===== src/rtl/alu_pipe.sv =====
// rtl/alu_pipe.sv - registered Hack-style ALU with flags and multi-cycle shift-add multiply
module alu_pipe #(
  parameter int WIDTH = 16,
  parameter int CNT_W = 5
) (
  input  logic             clk,
  input  logic             rst,
  input  logic             in_valid,
  output logic             in_ready,
  input  logic [WIDTH-1:0] x,
  input  logic [WIDTH-1:0] y,
  input  logic [5:0]       ctrl,
  input  logic             mul,
  output logic             out_valid,
  input  logic             out_ready,
  output logic [WIDTH-1:0] out,
  output logic             zr,
  output logic             ng,
  output logic             cy,
  output logic             ov,
  output logic             busy
);

  typedef enum logic {IDLE = 1'b0, MUL = 1'b1} state_t;

  state_t           state;
  state_t           state_nxt;
  logic [WIDTH-1:0] mcand;
  logic [WIDTH-1:0] mplier;
  logic [WIDTH-1:0] acc;
  logic [WIDTH-1:0] acc_nxt;
  logic [CNT_W-1:0] cnt;
  logic             accept;
  logic             consume;
  logic             mul_done;

  logic [WIDTH-1:0] xa, xb, ya, yb, r, h_out;
  logic [WIDTH:0]   sum;
  logic             h_cy, h_ov;

  assign accept   = in_valid & in_ready;
  assign consume  = out_valid & out_ready;
  assign mul_done = (state == MUL) && (cnt == CNT_W'(WIDTH - 1));
  assign acc_nxt  = mplier[0] ? (acc + mcand) : acc;

  // Hack ALU datapath; carry and overflow are taken before the 'no' inversion
  always_comb begin
    xa    = ctrl[5] ? '0 : x;
    xb    = ctrl[4] ? ~xa : xa;
    ya    = ctrl[3] ? '0 : y;
    yb    = ctrl[2] ? ~ya : ya;
    sum   = {1'b0, xb} + {1'b0, yb};
    r     = ctrl[1] ? sum[WIDTH-1:0] : (xb & yb);
    h_out = ctrl[0] ? ~r : r;
    h_cy  = ctrl[1] & sum[WIDTH];
    h_ov  = ctrl[1] & (xb[WIDTH-1] == yb[WIDTH-1]) & (sum[WIDTH-1] != xb[WIDTH-1]);
  end

  // State register
  always_ff @(posedge clk) begin
    if (rst) state <= IDLE;
    else     state <= state_nxt;
  end

  // Next state: enter MUL on a multiply accept, leave after the last iteration
  always_comb begin
    state_nxt = state;
    case (state)
      IDLE:    if (accept && mul) state_nxt = MUL;
      MUL:     if (mul_done)      state_nxt = IDLE;
      default: state_nxt = IDLE;
    endcase
  end

  // Handshake outputs: only accept when idle and the result slot is free or draining
  always_comb begin
    busy     = (state == MUL);
    in_ready = (state == IDLE) & (~out_valid | out_ready);
  end

  // Multiply iteration registers: latch on accept, shift-add each MUL cycle
  always_ff @(posedge clk) begin
    if (rst) begin
      mcand  <= '0;
      mplier <= '0;
      acc    <= '0;
      cnt    <= '0;
    end else if (accept && mul) begin
      mcand  <= x;
      mplier <= y;
      acc    <= '0;
      cnt    <= '0;
    end else if (state == MUL) begin
      acc    <= acc_nxt;
      mcand  <= mcand << 1;
      mplier <= mplier >> 1;
      cnt    <= cnt + CNT_W'(1);
    end
  end

  // Result registers: Hack result on accept, product on the final iteration
  always_ff @(posedge clk) begin
    if (rst) begin
      out       <= '0;
      zr        <= 1'b1;
      ng        <= 1'b0;
      cy        <= 1'b0;
      ov        <= 1'b0;
      out_valid <= 1'b0;
    end else if (accept && !mul) begin
      out       <= h_out;
      zr        <= (h_out == '0);
      ng        <= h_out[WIDTH-1];
      cy        <= h_cy;
      ov        <= h_ov;
      out_valid <= 1'b1;
    end else if (mul_done) begin
      out       <= acc_nxt;
      zr        <= (acc_nxt == '0);
      ng        <= acc_nxt[WIDTH-1];
      cy        <= 1'b0;
      ov        <= 1'b0;
      out_valid <= 1'b1;
    end else if (consume) begin
      out_valid <= 1'b0;
    end
  end

endmodule


===== config.mk =====
export PLATFORM = sky130hd
export DESIGN_NAME = alu_pipe
export DESIGN_NICKNAME = d
export VERILOG_FILES = /design/src/rtl/alu_pipe.sv
export SDC_FILE = /design/constraint.sdc
export NUM_CORES = 1
export LEC_CHECK = 0
export ABC_AREA = 1
export BUFFER_PORTS_ARGS = -buffer_cell sky130_fd_sc_hd__buf_2
export CORE_UTILIZATION = 35
export CTS_CLUSTER_SIZE = 40
export DETAILED_ROUTE_END_ITERATION = 8
export GPL_ROUTABILITY_DRIVEN = 0
export PLACE_DENSITY = 0.58
export SLEW_MARGIN = 20
export SYNTH_ARGS = -nofsm -noshare
export SYNTH_HDL_FRONTEND = slang
export SYNTH_SLANG_ARGS = --single-unit

===== constraint.sdc =====
create_clock -name clk -period 3.9 [get_ports clk]
set_input_delay 1.17 -clock clk [delete_from_list [all_inputs] [get_ports clk]]
set_output_delay 1.17 -clock clk [all_outputs]
set_load 0.01 [all_outputs]

==> reports/results.tsv, run 1 <==
metric	value	unit
Max Cap Viol	0	
final non-filler cell area	7130	sq um
largest net degree at the start of global routing	34	
Min-Delay Path Class	reg2reg	
Util after Layout	41.1	%
CTS Buffer Depth	2	
Reg area	1480	sq um
IO Port Bufs	65	
Leak	3.73	nW
Power Total	2.63	mW
syn_nets	1114	
fraction of registers with async set/reset	0	%
dpl ws	96.3	ps
DR WL met3	1130	um
Synth Cell Area	6220	sq um
total congestion overflow	0	
number of flops mapped to enable cells by yosys	0	
Nets	1166	
fill count	1879	
CP required	4190	ps
dpl hpwl	15000	um
mux contribution to synthesized area	0.161	%
Max-slew headroom	54.8	%
WL per Instance	14.4	um
synth warn	0	
Top delay family on crit path	simple AND/OR/NAND/NOR gates	
slowest CP cell	ha_1	
Max Clk Rate	285	MHz
chip height	135	um
final worst path period need	3510	ps
area of the core	17400	sq um
TritonRoute pass-1 iters	5	
CTS root buffer	clkbuf_16	
RSZ-0062 raised after global routing	no	
FF+latch count, synth	74	
synthesized-area fraction occupied by and/or/nand/nor cells	39.8	%
Buffers & Inverters on Critical Path	4	
Hold Buf Count CTS	0	
num ports	66	
top layer used by detailed routing	met4	
fin cells	1318	
Worst-Margin Slew	676	ps
first-pass GRT wire length	31300	um
CP Cell Sequence	buf_2 -> inv_1 -> buf_4 -> nand2_1 -> xor2_1 -> inv_1 -> ha_1 -> nand2_1 -> nor2_2 -> nand3_1 -> nand3_2 -> nand2_1 -> nand3_1 -> nand3_1 -> nand2_1 -> nand2_1 -> nor2_1 -> nand3_1 -> nand2_1 -> nand2_1 -> nand2_1	
PD cells	369	nW/um^2
cts bufs inserted	9	
Finish-stage setup viols	0	
setup bufs post-CTS	0	
sequential power share	31.9	%
Post-Synth Adder-Cell Area	7.28	%
Max Slew Vio Count	0	
post-place instance area	6810	sq um
die area	18300	sq um
CP endpoint kind	flop	
share of cells above drive strength 1	12.2	%
Internal	1.67	mW
largest family of logic cells by synthesized area	simple AND/OR/NAND/NOR gates	
kind of critical path	in2reg	
Final Hold Viols	0	
crit path launch type	input port	
top_reg_cell synth	dfxtp_1	
via count	6620	
post-route DRC violation count	0	
period utilization	89.9	%
CTS tree	done	
drt total wl	19000	um
worst hold slack	464	ps
area occupied by multi-input gates	4010	sq um
H-tree Lvls	3	
post-synthesis sequential area ratio	23.8	%
Clock Sinks	74	
DRT iter0 DRCs	455	
synth-to-layout area growth	14.7	%
CTS clk-pin slew, worst paths	60	ps
crit-path most repeated cell	nand2_1	
post-synthesis cell count	1036	
post-cts sizing count	0	
Vias/cell	5.02	
Antenna Cells	0	
setup_tns	0	ps
compound-cell area share of the yosys netlist	11.6	%
placed cells	1302	
clock power share	35.4	%
Starting Density	35.8	%
Post-Syn Area per Cell	6.01	sq um
Die Wd	135	um
CP max FO	9	
number of global-route vias before repair	6198	
site row count	48	
initial antenna violation count	0	
M1 WL	9600	um
switching pwr	0.961	mW
met2 WL	7960	um
post-synthesis xor/xnor area fraction	5.63	%
Combinational Power Share	32.7	%
status	finished, final reports clean	
later-pin clock latency in the skew report	350	ps
worst vdd ir	0.306	mV
arrival time of the worst setup path	3800	ps
Post-DRT Antenna Nets	0	
Final WS setup	395	ps
max incr delay on CP	380	ps
Clock Skews	8.98	ps
Net Sw Frac	36.5	%
Total GRT Usage	21.8	%
Synth cell types	40	
-- layer usage --
layer	global-route usage [%]	vias to the layer above
met5	0	-
met4	5.62	0
met3	4.04	22
met2	33.2	214
met1	31.3	2970
li1	-	3414
-- worst min-delay path: cells and delay by family, from the launching register on --
kind / cells / cell delay, ps
AND/OR/NAND/NOR: 1 / 60
AO/OA/AOI/OAI: 1 / 50
flip-flops: 1 / 310
-- layout by cell type (no fill, tap or decap), drive strengths merged --
| master | count |
|---|---|
| fa | 2 |
| a31oi | 28 |
| nor2 | 63 |
| nand3 | 114 |
| nand2 | 371 |
| clkbuf | 9 |
| dfxtp | 74 |
| clkinvlp | 1 |
| o211ai | 4 |
| bufinv | 2 |
| a22oi | 14 |
| nand4 | 9 |
| mux2i | 1 |
| ha | 33 |
| a21oi | 40 |
| nand3b | 5 |
| inv | 146 |
| and3 | 1 |
| and2 | 2 |
| clkinv | 3 |
| nor3 | 4 |
| xor2 | 37 |
| o22ai | 1 |
| a221oi | 1 |
| o221ai | 3 |
| o21ai | 25 |
| o21a | 1 |
| xnor2 | 3 |
| o21bai | 5 |
| buf | 82 |
| or2 | 9 |
-- final cells by class --
type                    instances  area share, %
flip-flops and latches         74           20.8
clock buffers                   9           3.16
inverters                     145           7.63
repair buffers                 82           6.87
clock inverters                 7           1.39
well taps                     225           3.95
multi-input cells             776           56.2
-- path summary, 6_finish.rpt --
path	from	end	slack [ps]	cells after the start
worst max-delay path	ctrl[3]	zr	390	21
worst min-delay path	ov	ov	460	2
worst max register to register	mcand[0]	zr	1260	18
worst min register to register	ov	ov	460	2
-- power groups by stage --
stage / logic [mW] / registers [mW] / clock network [mW]
after floorplan: 0.628 / 0.846 / 0
after global placement: 0.850 / 0.855 / 0
after detailed placement: 0.851 / 0.855 / 0
after CTS: 0.855 / 0.838 / 0.945
after global routing: 0.979 / 0.844 / 0.975
final: 0.861 / 0.839 / 0.932
-- Yosys cell counts (3+ instances only) --
cell | number | area share [%]
a22oi_1 | 14 | 1.7
xor2_1 | 37 | 5.2
a31oi_1 | 28 | 2.8
o21ai_0 | 22 | 1.8
buf_2 | 9 | 0.72
inv_1 | 142 | 8.6
buf_4 | 4 | 0.48
dfxtp_1 | 74 | 24
nand2_1 | 361 | 22
o21bai_1 | 5 | 0.60
nand2_2 | 10 | 1.0
clkbuf_1 | 25 | 1.5
o21ai_1 | 3 | 0.24
nor2_2 | 5 | 0.50
o221ai_1 | 3 | 0.42
a21oi_1 | 40 | 3.2
ha_1 | 33 | 6.6
o211ai_1 | 4 | 0.48
nand3_1 | 108 | 8.7
xnor2_1 | 3 | 0.42
nor2_1 | 57 | 3.4
nand4_1 | 9 | 0.90
or2_2 | 8 | 0.80
nand3_2 | 6 | 0.97
nand3b_1 | 5 | 0.60
-- kinds of logic after synthesis --
| family | count (synthesis) |
|---|---|
| compound gates | 122 |
| mux | 1 |
| simple gates | 578 |
| buf+inv | 186 |
| fa+ha+maj | 35 |
| xor+xnor | 40 |
| flops | 74 |
-- flip-flops by register name, summed over array words and instances, names as in the netlist --
signal,count
acc,16
busy,1
cnt,5
cy,1
mcand,16
mplier,16
out,16
out_valid,1
ov,1
zr,1
Note: power is estimated with default switching activity, not from simulation.
==> inputs of run 2 (changes only) <==
--- a/config.mk
+++ b/config.mk
@@ -5,13 +5,12 @@
 export SDC_FILE = /design/constraint.sdc
 export NUM_CORES = 1
 export LEC_CHECK = 0
-export ABC_AREA = 1
 export BUFFER_PORTS_ARGS = -buffer_cell sky130_fd_sc_hd__buf_2
 export CORE_UTILIZATION = 35
 export CTS_CLUSTER_SIZE = 40
 export DETAILED_ROUTE_END_ITERATION = 8
 export GPL_ROUTABILITY_DRIVEN = 0
-export PLACE_DENSITY = 0.58
+export PLACE_DENSITY = 0.6
 export SLEW_MARGIN = 20
 export SYNTH_ARGS = -nofsm -noshare
 export SYNTH_HDL_FRONTEND = slang
==> constraint.sdc (replaced) <==
create_clock -name clk -period 2.9 [get_ports clk]
set_input_delay 0.87 -clock clk [delete_from_list [all_inputs] [get_ports clk]]
set_output_delay 0.87 -clock clk [all_outputs]
set_load 0.01 [all_outputs]
==> reports/results.tsv, run 2 <==
metric	value	unit
CTS Buffer Depth	2	
total congestion overflow	0	
dpl hpwl	14200	um
Clock Skews	9.29	ps
Hold Buf Count CTS	0	
max incr delay on CP	440	ps
synth-to-layout area growth	48.3	%
CP required	3170	ps
Leak	3.66	nW
Max Cap Viol	0	
chip height	131	um
TritonRoute pass-1 iters	5	
Power Total	4.04	mW
post-synthesis cell count	728	
Max Clk Rate	282	MHz
arrival time of the worst setup path	3820	ps
Max Slew Vio Count	0	
final worst path period need	3550	ps
CP endpoint kind	flop	
slowest CP cell	or4_4	
CTS tree	done	
period utilization	122	%
Worst-Margin Slew	756	ps
DRT iter0 DRCs	341	
num ports	66	
Top delay family on crit path	simple AND/OR/NAND/NOR gates	
Synth cell types	77	
Post-Syn Area per Cell	7.98	sq um
Antenna Cells	0	
share of cells above drive strength 1	39.2	%
top-area cell type share of the netlist area	25.5	%
most frequent cells in the layout	buf_4 (178), dfxtp_1 (73), nand2_1 (64)	
Vias/cell	5.24	
via count	6124	
synth warn	0	
post-place instance area	7740	sq um
WL per Instance	16.0	um
placed cells	1137	
RSZ-0062 raised after global routing	yes	
initial antenna violation count	1	
number of global-route vias before repair	5778	
crit path launch type	input port	
Clock Sinks	74	
cts bufs inserted	9	
Synth area leader	dfxtp_1	
top-count cell post-synth	dfxtp_1	
area of the core	16100	sq um
commonest non-fill, non-tap cell in the layout	buf_4	
Total GRT Usage	22.3	%
Synth Cell Area	5810	sq um
number of flops mapped to enable cells by yosys	0	
status	finished with violations	
fraction of registers with async set/reset	0	%
drt total wl	18700	um
site row count	46	
die area	17100	sq um
Finish-stage setup viols	13	
fin cells	1168	
worst vdd ir	0.306	mV
later-pin clock latency in the skew report	350	ps
Final WS setup	-650	ps
top cells by area, synth	dfxtp_1 (25%), xnor2_1 (7.4%), ha_1 (7.1%)	
post-route DRC violation count	0	
largest net degree at the start of global routing	61	
failing checks	negative setup slack	
Buffers & Inverters on Critical Path	1	
Max-slew headroom	49.6	%
first-pass GRT wire length	29200	um
CP Cell Sequence	buf_8 -> nand2b_4 -> xnor2_2 -> ha_2 -> fa_2 -> a211oi_4 -> nor2_1 -> o21a_1 -> nor3_2 -> and4_1 -> o22ai_1 -> or4_4 -> nor4_2 -> a2bb2oi_1	
top cells by count, synth	dfxtp_1 (74), nand2_1 (68), a21oi_1 (60), nor2_1 (60), xnor2_1 (49)	
worst hold slack	454	ps
FF+latch count, synth	74	
final non-filler cell area	8620	sq um
CTS clk-pin slew, worst paths	60	ps
Die Wd	131	um
top_reg_cell synth	dfxtp_1	
Nets	1025	
Starting Density	36.2	%
CTS root buffer	clkbuf_16	
dpl ws	-1100	ps
Post-DRT Antenna Nets	0	
Min-Delay Path Class	reg2reg	
PD cells	469	nW/um^2
H-tree Lvls	3	
kind of critical path	in2reg	
post-synthesis sequential area ratio	25.5	%
syn_nets	806	
CP max FO	7	
IO Port Bufs	65	
setup_tns	-3680	ps
Final Hold Viols	0	
Util after Layout	53.7	%
run 2: cell types whose count changed after synthesis, sizes merged, moves of 24 or more:
cell	delta
nand2	-303
inv	-123
nand3	-102
xnor2	+46
nand2b	+40
xor2	-27
a31oi	-24
run 2: path summary, 6_finish.rpt:
kind	cells after the start	slack, ps	start	endpoint
max reg2reg	13	-490	acc[0]	zr
max	14	-650	ctrl[5]	zr
min	2	450	mplier[8]	mplier[8]
min reg2reg	2	450	mplier[8]	mplier[8]
run 2: logic make-up (layout without fill, tap and decap cells):
logic type      after synthesis  count (layout)  share of synthesized area [%]
mux                          19              19                           3.32
xor+xnor                     59              59                           8.89
fa+ha+maj                    35              35                           7.80
compound gates              218             218                           26.4
buf+inv                      67             291                           5.56
flops                        74              74                           25.5
simple gates                256             256                           22.5
run 2: what timing repair did:
| item | in CTS | in global routing |
|---|---|---|
| buffers inserted | 16 | 8 |
| gates resized for setup | 55 | 35 |
| setup endpoints to repair | 15 | 20 |
| pin swaps | 40 | 25 |
| cloned | 0 | 0 |
run 2: report_power, final:
part | switching [mW] | total (mW) | leakage [nW] | internal, mW
logic | 0.817 | 1.67 | 2.89 | 0.852
clock network | 0.454 | 1.25 | 0.163 | 0.801
registers | 0.0433 | 1.12 | 0.603 | 1.08
total | 1.31 | 4.04 | 3.66 | 2.73
run 2: area by class of cell:
cell class,instances,area (sq um)
fill,1493,7440
sequential,74,1480
clock buffer,12,256
tap,216,270
clock inverter,4,73.8
inverter,21,78.8
multi-input combinational,587,4600
timing repair buffer,254,1860
run 2: per-layer routing:
metal	track usage, %	vias to the layer above	wire (um)
met3	4.32	21	877
met2	36.8	145	8760
met1	29.1	2864	8660
li1	-	3092	-
met5	0	-	13
met4	7.10	2	376
run 2: worst reg2reg max path: cells and delay by family, from the launching register on:
kind,cells,cell delay (ps)
fa+ha+maj,2,590
mux,1,140
buf+inv,2,220
simple gates,3,840
flops,1,370
compound gates,5,1180
==> inputs of run 3 (changes only) <==
--- a/config.mk
+++ b/config.mk
@@ -5,6 +5,7 @@
 export SDC_FILE = /design/constraint.sdc
 export NUM_CORES = 1
 export LEC_CHECK = 0
+export ABC_AREA = 1
 export BUFFER_PORTS_ARGS = -buffer_cell sky130_fd_sc_hd__buf_2
 export CORE_UTILIZATION = 35
 export CTS_CLUSTER_SIZE = 40
==> reports/results.tsv, run 3 (synthesized netlist as in run 1, its figures left out) <==
metric	value	unit
commonest non-fill, non-tap cell in the layout	nand2_1	
Clock Skews	8.00	ps
Leak	4.13	nW
Max Clk Rate	338	MHz
post-route DRC violation count	0	
DR WL met3	1380	um
cts bufs inserted	9	
CP required	3140	ps
share of cells above drive strength 1	22.7	%
Max-slew headroom	34.6	%
status	finished with violations	
number of global-route vias before repair	6301	
Post-DRT Antenna Nets	0	
Hold EP	cy	
IO Port Bufs	65	
Min-Delay Path Class	reg2reg	
total congestion overflow	0	
CTS clk-pin slew, worst paths	60	ps
initial antenna violation count	0	
area occupied by multi-input gates	4310	sq um
crit path launch type	input port	
dpl hpwl	15600	um
later-pin clock latency in the skew report	350	ps
Clock Sinks	74	
final worst path period need	2960	ps
period utilization	102	%
Final Hold Viols	0	
Vias/cell	4.99	
WHS Path Cells	2	
fill count	1804	
drt total wl	20000	um
CTS root buffer	clkbuf_16	
reg-to-reg startpoint	mcand[0]	
Total GRT Usage	22.2	%
Hold Buf Count CTS	0	
chip height	135	um
final non-filler cell area	8000	sq um
WL per Instance	14.3	um
num ports	66	
CTS Buffer Depth	2	
first-pass GRT wire length	31700	um
met2 WL	8830	um
Reg area	1480	sq um
Starting Density	35.8	%
Nets	1244	
RSZ-0062 raised after global routing	yes	
most frequent cells in the layout	nand2_1 (346), inv_1 (138), nand3_1 (95)	
PD cells	466	nW/um^2
post-place instance area	7420	sq um
synth-to-layout area growth	28.6	%
R2R Path End	zr	
site row count	48	
Antenna Cells	0	
R2R depth	17	
worst vdd ir	0.299	mV
CP endpoint kind	flop	
Max Cap Viol	0	
DRT iter0 DRCs	442	
failing checks	negative setup slack	
worst hold slack	461	ps
Die Wd	135	um
die area	18300	sq um
arrival time of the worst setup path	3190	ps
CP max FO	16	
Util after Layout	46.1	%
top layer used by detailed routing	met4	
H-tree Lvls	3	
dpl ws	-514	ps
TritonRoute pass-1 iters	5	
M1 WL	9550	um
kind of critical path	in2reg	
Max Slew Vio Count	0	
reg-to-reg slack, setup	230	ps
Final WS setup	-57.7	ps
Finish-stage setup viols	1	
largest net degree at the start of global routing	36	
area of the core	17400	sq um
CTS tree	done	
via count	6962	
Worst-Margin Slew	980	ps
Hold Startpoint	cy	
run 3: what timing repair did:
action	4_1_cts	5_1_grt
setup endpoints to repair	5	11
pin swaps	1	15
gates resized for setup	21	37
setup buffers	0	2
run 3: worst max path at each step:
stage / start / to / depth (start not counted)
detailed placement: ctrl[4] / zr / 20
CTS: ctrl[5] / zr / 23
finish: ctrl[5] / zr / 23
global route: ctrl[5] / zr / 25
floorplan: ctrl[5] / zr / 20
global placement: ctrl[4] / zr / 20
run 3: critical path: stages:
cell        delay (ps)
buf_2              110
clkinvlp_4          70
buf_12             140
nand2_4             60
xnor2_2            120
ha_2               200
fa_2               450
nand2_2             90
nand3_1             90
nand3_2            110
nand2_2             90
nand2_1             70
nand3_1            100
nand3_1            120
nand2_1             60
nand2_1             60
nor2_1              40
nand2_1            100
nor2_2              40
nand3_1             60
nand2_1             50
nand2_1             50
nand2_1             50
run 3: metal layers:
metal | track usage [%] | up-vias
li1 | - | 3561
met5 | 0 | -
met2 | 35.0 | 225
met1 | 31.6 | 3159
met4 | 4.93 | 0
met3 | 3.29 | 17
run 3: area by class of cell:
type,instances,area share [%]
Sequential cell,74,18.5
Clock buffer,10,2.99
Inverter,145,6.85
Timing Repair Buffer,160,13.6
Clock inverter,6,0.610
Multi-Input combinational cell,776,53.9
Tap cell,225,3.52
run 3: through the flow:
stage,setup TNS [ps],total power [mW],cells
detailed placement,-4660,2.49,1378
global route,-761,3.95,1396
finish,-57.7,3.72,1396
CTS,0,3.66,1394
floorplan,-52.3,1.99,1036
global placement,-4020,2.49,1378
run 3: power by group:
group / switching (mW) / total [mW] / internal, mW
Sequential: 0.0501 / 1.13 / 1.08
Combinational: 0.858 / 1.50 / 0.641
Clock: 0.487 / 1.10 / 0.612
